===== config.mk =====
export PLATFORM = sky130hd
export DESIGN_NAME = ram_arbiter_flat
export DESIGN_NICKNAME = d
export VERILOG_FILES = /design/src/rtl/ram_arbiter_if.sv /design/src/rtl/ram_arbiter.sv /design/src/flat_wrapper.sv
export SDC_FILE = /design/constraint.sdc
export NUM_CORES = 1
export LEC_CHECK = 0
export ABC_AREA = 1
export BUFFER_PORTS_ARGS = -buffer_cell sky130_fd_sc_hd__buf_2
export CAP_MARGIN = 20
export CORE_UTILIZATION = 45
export CTS_CLUSTER_DIAMETER = 40
export DETAILED_ROUTE_END_ITERATION = 8
export PLACE_DENSITY_LB_ADDON = 0.25
export REMOVE_ABC_BUFFERS = 1
export SLEW_MARGIN = 20
export SYNTH_ARGS = -nofsm -noshare
export SYNTH_HDL_FRONTEND = slang
export SYNTH_SLANG_ARGS = --single-unit
export TNS_END_PERCENT = 1

===== constraint.sdc =====
create_clock -name clk -period 1.55 [get_ports clk]
set_clock_uncertainty 0.2 [all_clocks]
set_input_delay 0.3875 -clock clk [delete_from_list [all_inputs] [get_ports clk]]
set_output_delay 0.3875 -clock clk [all_outputs]
set_load 0.005 [all_outputs]

===== src/rtl/ram_arbiter_if.sv =====
// CPU-side request/response signals and RAM pins of the ram_arbiter, bundled as one interface.
// The slave modport is the arbiter's view; the master modport is the core/RAM environment's view.
interface ram_arbiter_if #(
  parameter int ADDR_BITS = 8,
  parameter int DATA_BITS = 8
);
  logic                 f_req;
  logic [ADDR_BITS-1:0] f_addr;
  logic                 f_gnt;
  logic                 f_rvalid;
  logic [DATA_BITS-1:0] f_rdata;

  logic                 d_req;
  logic                 d_we;
  logic [ADDR_BITS-1:0] d_addr;
  logic [DATA_BITS-1:0] d_wdata;
  logic                 d_gnt;
  logic                 d_rvalid;
  logic [DATA_BITS-1:0] d_rdata;

  logic                 ram_rd_en;
  logic [ADDR_BITS-1:0] ram_rd_addr;
  logic [DATA_BITS-1:0] ram_rd_data;
  logic                 ram_wr_en;
  logic [ADDR_BITS-1:0] ram_wr_addr;
  logic [DATA_BITS-1:0] ram_wr_data;

  modport slave (
    input  f_req, f_addr, d_req, d_we, d_addr, d_wdata, ram_rd_data,
    output f_gnt, f_rvalid, f_rdata, d_gnt, d_rvalid, d_rdata,
    output ram_rd_en, ram_rd_addr, ram_wr_en, ram_wr_addr, ram_wr_data
  );

  modport master (
    output f_req, f_addr, d_req, d_we, d_addr, d_wdata, ram_rd_data,
    input  f_gnt, f_rvalid, f_rdata, d_gnt, d_rvalid, d_rdata,
    input  ram_rd_en, ram_rd_addr, ram_wr_en, ram_wr_addr, ram_wr_data
  );
endinterface


===== src/rtl/ram_arbiter.sv =====
// Shares one single-port RAM between fetch (read-only) and load/store through a one-stage access pipeline.
// Define RAM_ARB_ROUND_ROBIN_EN for round-robin arbitration; default is fixed priority, data over fetch.
module ram_arbiter #(
  parameter int ADDR_BITS = 8,
  parameter int DATA_BITS = 8
) (
  input logic        clk,
  input logic        rst_n,
  ram_arbiter_if.slave bus
);

  logic grant_f;
  logic grant_d;

`ifdef RAM_ARB_ROUND_ROBIN_EN
  // 1 = data port was granted last; resets to "fetch last" so data wins the first contention.
  logic last_d_reg;

  always_comb begin
    grant_d = 1'b0;
    grant_f = 1'b0;
    if (bus.d_req && (!bus.f_req || !last_d_reg)) begin
      grant_d = 1'b1;
    end else if (bus.f_req) begin
      grant_f = 1'b1;
    end
  end

  always_ff @(posedge clk or negedge rst_n) begin
    if (!rst_n) begin
      last_d_reg <= 1'b0;
    end else if (grant_f || grant_d) begin
      last_d_reg <= grant_d;
    end
  end
`else
  always_comb begin
    grant_d = bus.d_req;
    grant_f = bus.f_req && !bus.d_req;
  end
`endif

  assign bus.f_gnt = grant_f;
  assign bus.d_gnt = grant_d;

  // Access stage: owner 0 = fetch, 1 = data.
  logic                 stg_valid_reg;
  logic                 stg_owner_reg;
  logic                 stg_we_reg;
  logic [ADDR_BITS-1:0] stg_addr_reg;
  logic [DATA_BITS-1:0] stg_wdata_reg;

  always_ff @(posedge clk or negedge rst_n) begin
    if (!rst_n) begin
      stg_valid_reg <= 1'b0;
      stg_owner_reg <= 1'b0;
      stg_we_reg    <= 1'b0;
      stg_addr_reg  <= '0;
      stg_wdata_reg <= '0;
    end else begin
      stg_valid_reg <= grant_f || grant_d;
      stg_owner_reg <= grant_d;
      stg_we_reg    <= grant_d && bus.d_we;
      if (grant_d) begin
        stg_addr_reg  <= bus.d_addr;
        stg_wdata_reg <= bus.d_wdata;
      end else if (grant_f) begin
        stg_addr_reg  <= bus.f_addr;
      end
    end
  end

  logic rd_fire;
  assign rd_fire = stg_valid_reg && !stg_we_reg;

  assign bus.ram_rd_en   = rd_fire;
  assign bus.ram_rd_addr = stg_addr_reg;
  assign bus.ram_wr_en   = stg_valid_reg && stg_we_reg;
  assign bus.ram_wr_addr = stg_addr_reg;
  assign bus.ram_wr_data = stg_wdata_reg;

  // Per-owner response registers; rdata holds until the same owner reads again.
  for (genvar gi = 0; gi < 2; gi++) begin : g_resp
    logic                 rvalid_reg;
    logic [DATA_BITS-1:0] rdata_reg;
    logic                 hit;

    assign hit = rd_fire && (stg_owner_reg == 1'(gi));

    always_ff @(posedge clk or negedge rst_n) begin
      if (!rst_n) begin
        rvalid_reg <= 1'b0;
        rdata_reg  <= '0;
      end else begin
        rvalid_reg <= hit;
        if (hit) begin
          rdata_reg <= bus.ram_rd_data;
        end
      end
    end
  end

  assign bus.f_rvalid = g_resp[0].rvalid_reg;
  assign bus.f_rdata  = g_resp[0].rdata_reg;
  assign bus.d_rvalid = g_resp[1].rvalid_reg;
  assign bus.d_rdata  = g_resp[1].rdata_reg;

endmodule


===== src/flat_wrapper.sv =====
// flat-port wrapper written by rule: the top's interface ports become plain ports
module ram_arbiter_flat 
#(
  parameter int ADDR_BITS = 8,
  parameter int DATA_BITS = 8
)
  (clk, rst_n, bus_f_req, bus_f_addr, bus_d_req, bus_d_we, bus_d_addr, bus_d_wdata, bus_ram_rd_data, bus_f_gnt, bus_f_rvalid, bus_f_rdata, bus_d_gnt, bus_d_rvalid, bus_d_rdata, bus_ram_rd_en, bus_ram_rd_addr, bus_ram_wr_en, bus_ram_wr_addr, bus_ram_wr_data);
  ram_arbiter_if #(.ADDR_BITS(ADDR_BITS), .DATA_BITS(DATA_BITS)) bus_i ();
  input logic clk;
  input logic rst_n;
  input wire logic [$bits(bus_i.f_req)-1:0] bus_f_req;
  input wire logic [$bits(bus_i.f_addr)-1:0] bus_f_addr;
  input wire logic [$bits(bus_i.d_req)-1:0] bus_d_req;
  input wire logic [$bits(bus_i.d_we)-1:0] bus_d_we;
  input wire logic [$bits(bus_i.d_addr)-1:0] bus_d_addr;
  input wire logic [$bits(bus_i.d_wdata)-1:0] bus_d_wdata;
  input wire logic [$bits(bus_i.ram_rd_data)-1:0] bus_ram_rd_data;
  output wire logic [$bits(bus_i.f_gnt)-1:0] bus_f_gnt;
  output wire logic [$bits(bus_i.f_rvalid)-1:0] bus_f_rvalid;
  output wire logic [$bits(bus_i.f_rdata)-1:0] bus_f_rdata;
  output wire logic [$bits(bus_i.d_gnt)-1:0] bus_d_gnt;
  output wire logic [$bits(bus_i.d_rvalid)-1:0] bus_d_rvalid;
  output wire logic [$bits(bus_i.d_rdata)-1:0] bus_d_rdata;
  output wire logic [$bits(bus_i.ram_rd_en)-1:0] bus_ram_rd_en;
  output wire logic [$bits(bus_i.ram_rd_addr)-1:0] bus_ram_rd_addr;
  output wire logic [$bits(bus_i.ram_wr_en)-1:0] bus_ram_wr_en;
  output wire logic [$bits(bus_i.ram_wr_addr)-1:0] bus_ram_wr_addr;
  output wire logic [$bits(bus_i.ram_wr_data)-1:0] bus_ram_wr_data;
  assign bus_i.f_req = bus_f_req;
  assign bus_i.f_addr = bus_f_addr;
  assign bus_i.d_req = bus_d_req;
  assign bus_i.d_we = bus_d_we;
  assign bus_i.d_addr = bus_d_addr;
  assign bus_i.d_wdata = bus_d_wdata;
  assign bus_i.ram_rd_data = bus_ram_rd_data;
  assign bus_f_gnt = bus_i.f_gnt;
  assign bus_f_rvalid = bus_i.f_rvalid;
  assign bus_f_rdata = bus_i.f_rdata;
  assign bus_d_gnt = bus_i.d_gnt;
  assign bus_d_rvalid = bus_i.d_rvalid;
  assign bus_d_rdata = bus_i.d_rdata;
  assign bus_ram_rd_en = bus_i.ram_rd_en;
  assign bus_ram_rd_addr = bus_i.ram_rd_addr;
  assign bus_ram_wr_en = bus_i.ram_wr_en;
  assign bus_ram_wr_addr = bus_i.ram_wr_addr;
  assign bus_ram_wr_data = bus_i.ram_wr_data;
  ram_arbiter #(.ADDR_BITS(ADDR_BITS), .DATA_BITS(DATA_BITS)) u_core (.clk(clk), .rst_n(rst_n), .bus(bus_i));
endmodule

==> metrics.md <==
| Metric | Value |
|---|---|
| Period minus WS final | `1542 ps` |
| Root Buffer | `clkbuf_4` |
| TNS Setup | `0 ps` |
| Vias | `1405` |
| CTS sink cnt | `37` |
| Max Cap Viol | `0` |
| Core area | `3416 µm²` |
| Vias in the first global route | `1251` |
| Element type at the critical path end | `output pin` |
| Seq/Total Area, Yosys | `0.5632` |
| Unique cell type count in the Yosys netlist | `14` |
| Pwr/cell area | `947.3 nW/µm²` |
| Grt total ovfl | `0` |
| Final Cell Area | `2072 µm²` |
| Num ports | `83` |
| Post-placement cell area | `2009 µm²` |
| Mapped Area | `1644 µm²` |
| Max Slew Vio Count | `0` |
| H-tree depth | `2` |
| Worst setup SP type | `flip-flop` |
| YS warnings | `0` |
| WP data arrival | `950 ps` |
| Synth Instances | `175` |
| Port buffer count | `82` |
| Layout cells sized above 1 | `0.3953` |
| Crit Path Category | `flip-flop to output pin` |
| Maximum operating frequency | `648.6 MHz` |
| Full die area | `3899 µm²` |
| Final nets | `291` |
| R2r endpoint | `u_core.bus.d_rdata[4]` |
| Critical path endpoint | `bus_ram_wr_en` |
| Count of final setup violators | `0` |
| RSZ-0062 raised after global routing | `yes` |
| Crit path required time | `960 ps` |
| Final Hold Fails | `0` |
| Antenna Cells | `0` |
| Final non-filler cell total | `299` |
| All-Layer GR Usage | `0.1808` |
| Hold path startpoint | `bus_d_wdata[2]` |
| Die width | `62.45 µm` |
| Drt total wl | `3329 µm` |
| Crit path max fanout | `3` |
| Row count | `21` |
| RR Startpoint | `u_core.stg_we_reg` |
| Die height | `62.45 µm` |
| Drt via density | `4.699` |
| Critical path launch point | `u_core.stg_we_reg` |
| Initial DRC Count | `86` |
| Post-Route Utilization | `0.6066` |
| Internal reg-to-reg setup slack | `250 ps` |
| Slew HR | `0.6964` |
| Drt wl/cell | `11.13 µm` |
| Leak | `1.217 nW` |
| Final Cycle Share | `0.9948` |
| Worst-margin pin slew | `454.8 ps` |
| Antenna violations before repair | `0` |
| Final Wtd Congestion | `0.8049` |
| CTS max path bufs | `2` |
| Drt drc | `0` |
| Worst VDD drop | `0.6376 mV` |
| Total CTS buffers | `5` |
| Synth Area per Inst | `9.395 µm²` |
| Synthesized flop and latch total | `37` |
| Area added between synthesis and finish | `26.03%` |
| Worst r2r path cells | `5` |
| CTS tree | `yes` |
| Initial Utilization | `0.4813` |
| Largest net degree at the start of global routing | `38` |
| First-pass GRT wire length | `5499 µm` |
| Inst Count DP | `291` |
| Hold Path Class | `input port to flip-flop` |
| Pwr Total | `1.963 mW` |
| Clk slew on worst S/H paths | `100 ps` |
| Worst-Skew Late Latency | `320 ps` |
| Final antenna-violating net count | `0` |
| Drt first pass iters | `4` |
| Status | `completed` |
| Post-DP HPWL | `2431 µm` |
## logic make-up (layout without fill, tap and decap cells)
kind of cell,after synthesis,in the layout,share of synthesized area
buffers and inverters,27,105,0.1202
DFF,37,37,0.5632
and+or+nand+nor,111,111,0.3166
## cell usage after synthesis
library cell / instances / area, µm²
dfrtp_1: 37 / 925.9
buf_2: 1 / 5.000
nand4_1: 16 / 100.1
nand2_1: 74 / 277.8
inv_6: 1 / 8.760
clkbuf_8: 2 / 27.53
buf_6: 4 / 45.04
nand3_4: 2 / 35.03
nand3_1: 16 / 80.08
buf_4: 10 / 75.07
nor2_1: 2 / 7.510
inv_4: 1 / 6.260
inv_1: 8 / 30.03
nor2_8: 1 / 20.02
## where the power goes
group	internal (mW)	switching [mW]
Clock	0.157	0.280
Combinational	0.190	0.200
Sequential	1.07	0.0635
## metrics by stage
step / hold slack (ps) / setup slack (ps)
2_1_floorplan: -108.1 / 106.1
3_3_place_gp: 165.0 / 181.9
3_5_place_dp: 165.9 / 127.1
4_1_cts: 41.28 / -1.016
5_1_grt: 34.08 / -82.55
6_report: 54.19 / 8.134
## final cells by class
| cell class | instances | area [µm²] |
|---|---|---|
| clock buffer | 5 | 37.54 |
| clock inverter | 1 | 5.005 |
| fill | 330 | 1344 |
| inverter | 10 | 45.04 |
| multi-input combinational | 111 | 523.0 |
| sequential | 37 | 925.9 |
| tap | 46 | 57.56 |
| timing repair buffer | 89 | 478.0 |
## routing by layer
layer,part of all wire,routed length (µm),vias to the layer above,GRT usage
met2,0.48,1614,61,0.2989
met4,0.0033,11,0,0.04360
met3,0.092,305,2,0.06387
met1,0.42,1397,630,0.2261
li1,-,-,712,-
met5,0,0,-,0
## critical path, stage by stage, from the launching register on
cell and delay, ps:
dfrtp_1 410, nand2_1 70, inv_1 40, buf_2 110
## worst min path at each step
stage | slack, ps | end | depth (start not counted)
3_5_place_dp | 170 | u_core.bus.d_rdata[7] | 2
2_1_floorplan | -110 | u_core.bus.d_rdata[0] | 0
6_report | 50 | u_core.bus.ram_wr_data[2] | 3
4_1_cts | 40 | u_core.bus.ram_wr_data[2] | 3
5_1_grt | 30 | u_core.bus.ram_wr_data[0] | 3
3_3_place_gp | 160 | u_core.bus.d_rvalid | 2
## repair_timing
item                       in CTS  in global routing
setup buffers                   1                  0
hold endpoints to repair       37                  0
hold buffers                    1                  0
setup endpoints to repair       2                  2
gates resized for setup         0                  1
pin swaps                       0                  1
## cell usage in the layout (no fill, tap or decap)
cell / netlist / layout
inv_6: 1 / 1
clkinv_2: 0 / 1
nand2_1: 74 / 74
inv_4: 1 / 1
clkbuf_4: 0 / 5
nand3_4: 2 / 2
buf_12: 0 / 1
nand4_1: 16 / 16
buf_2: 1 / 82
dfrtp_1: 37 / 37
buf_4: 10 / 5
inv_1: 8 / 8
nor2_2: 0 / 1
dlygate4sd3_1: 0 / 1
nor2_1: 2 / 1
nor2_8: 1 / 1
nand3_1: 16 / 16
No activity file was read; power rests on OpenSTA's default activity.
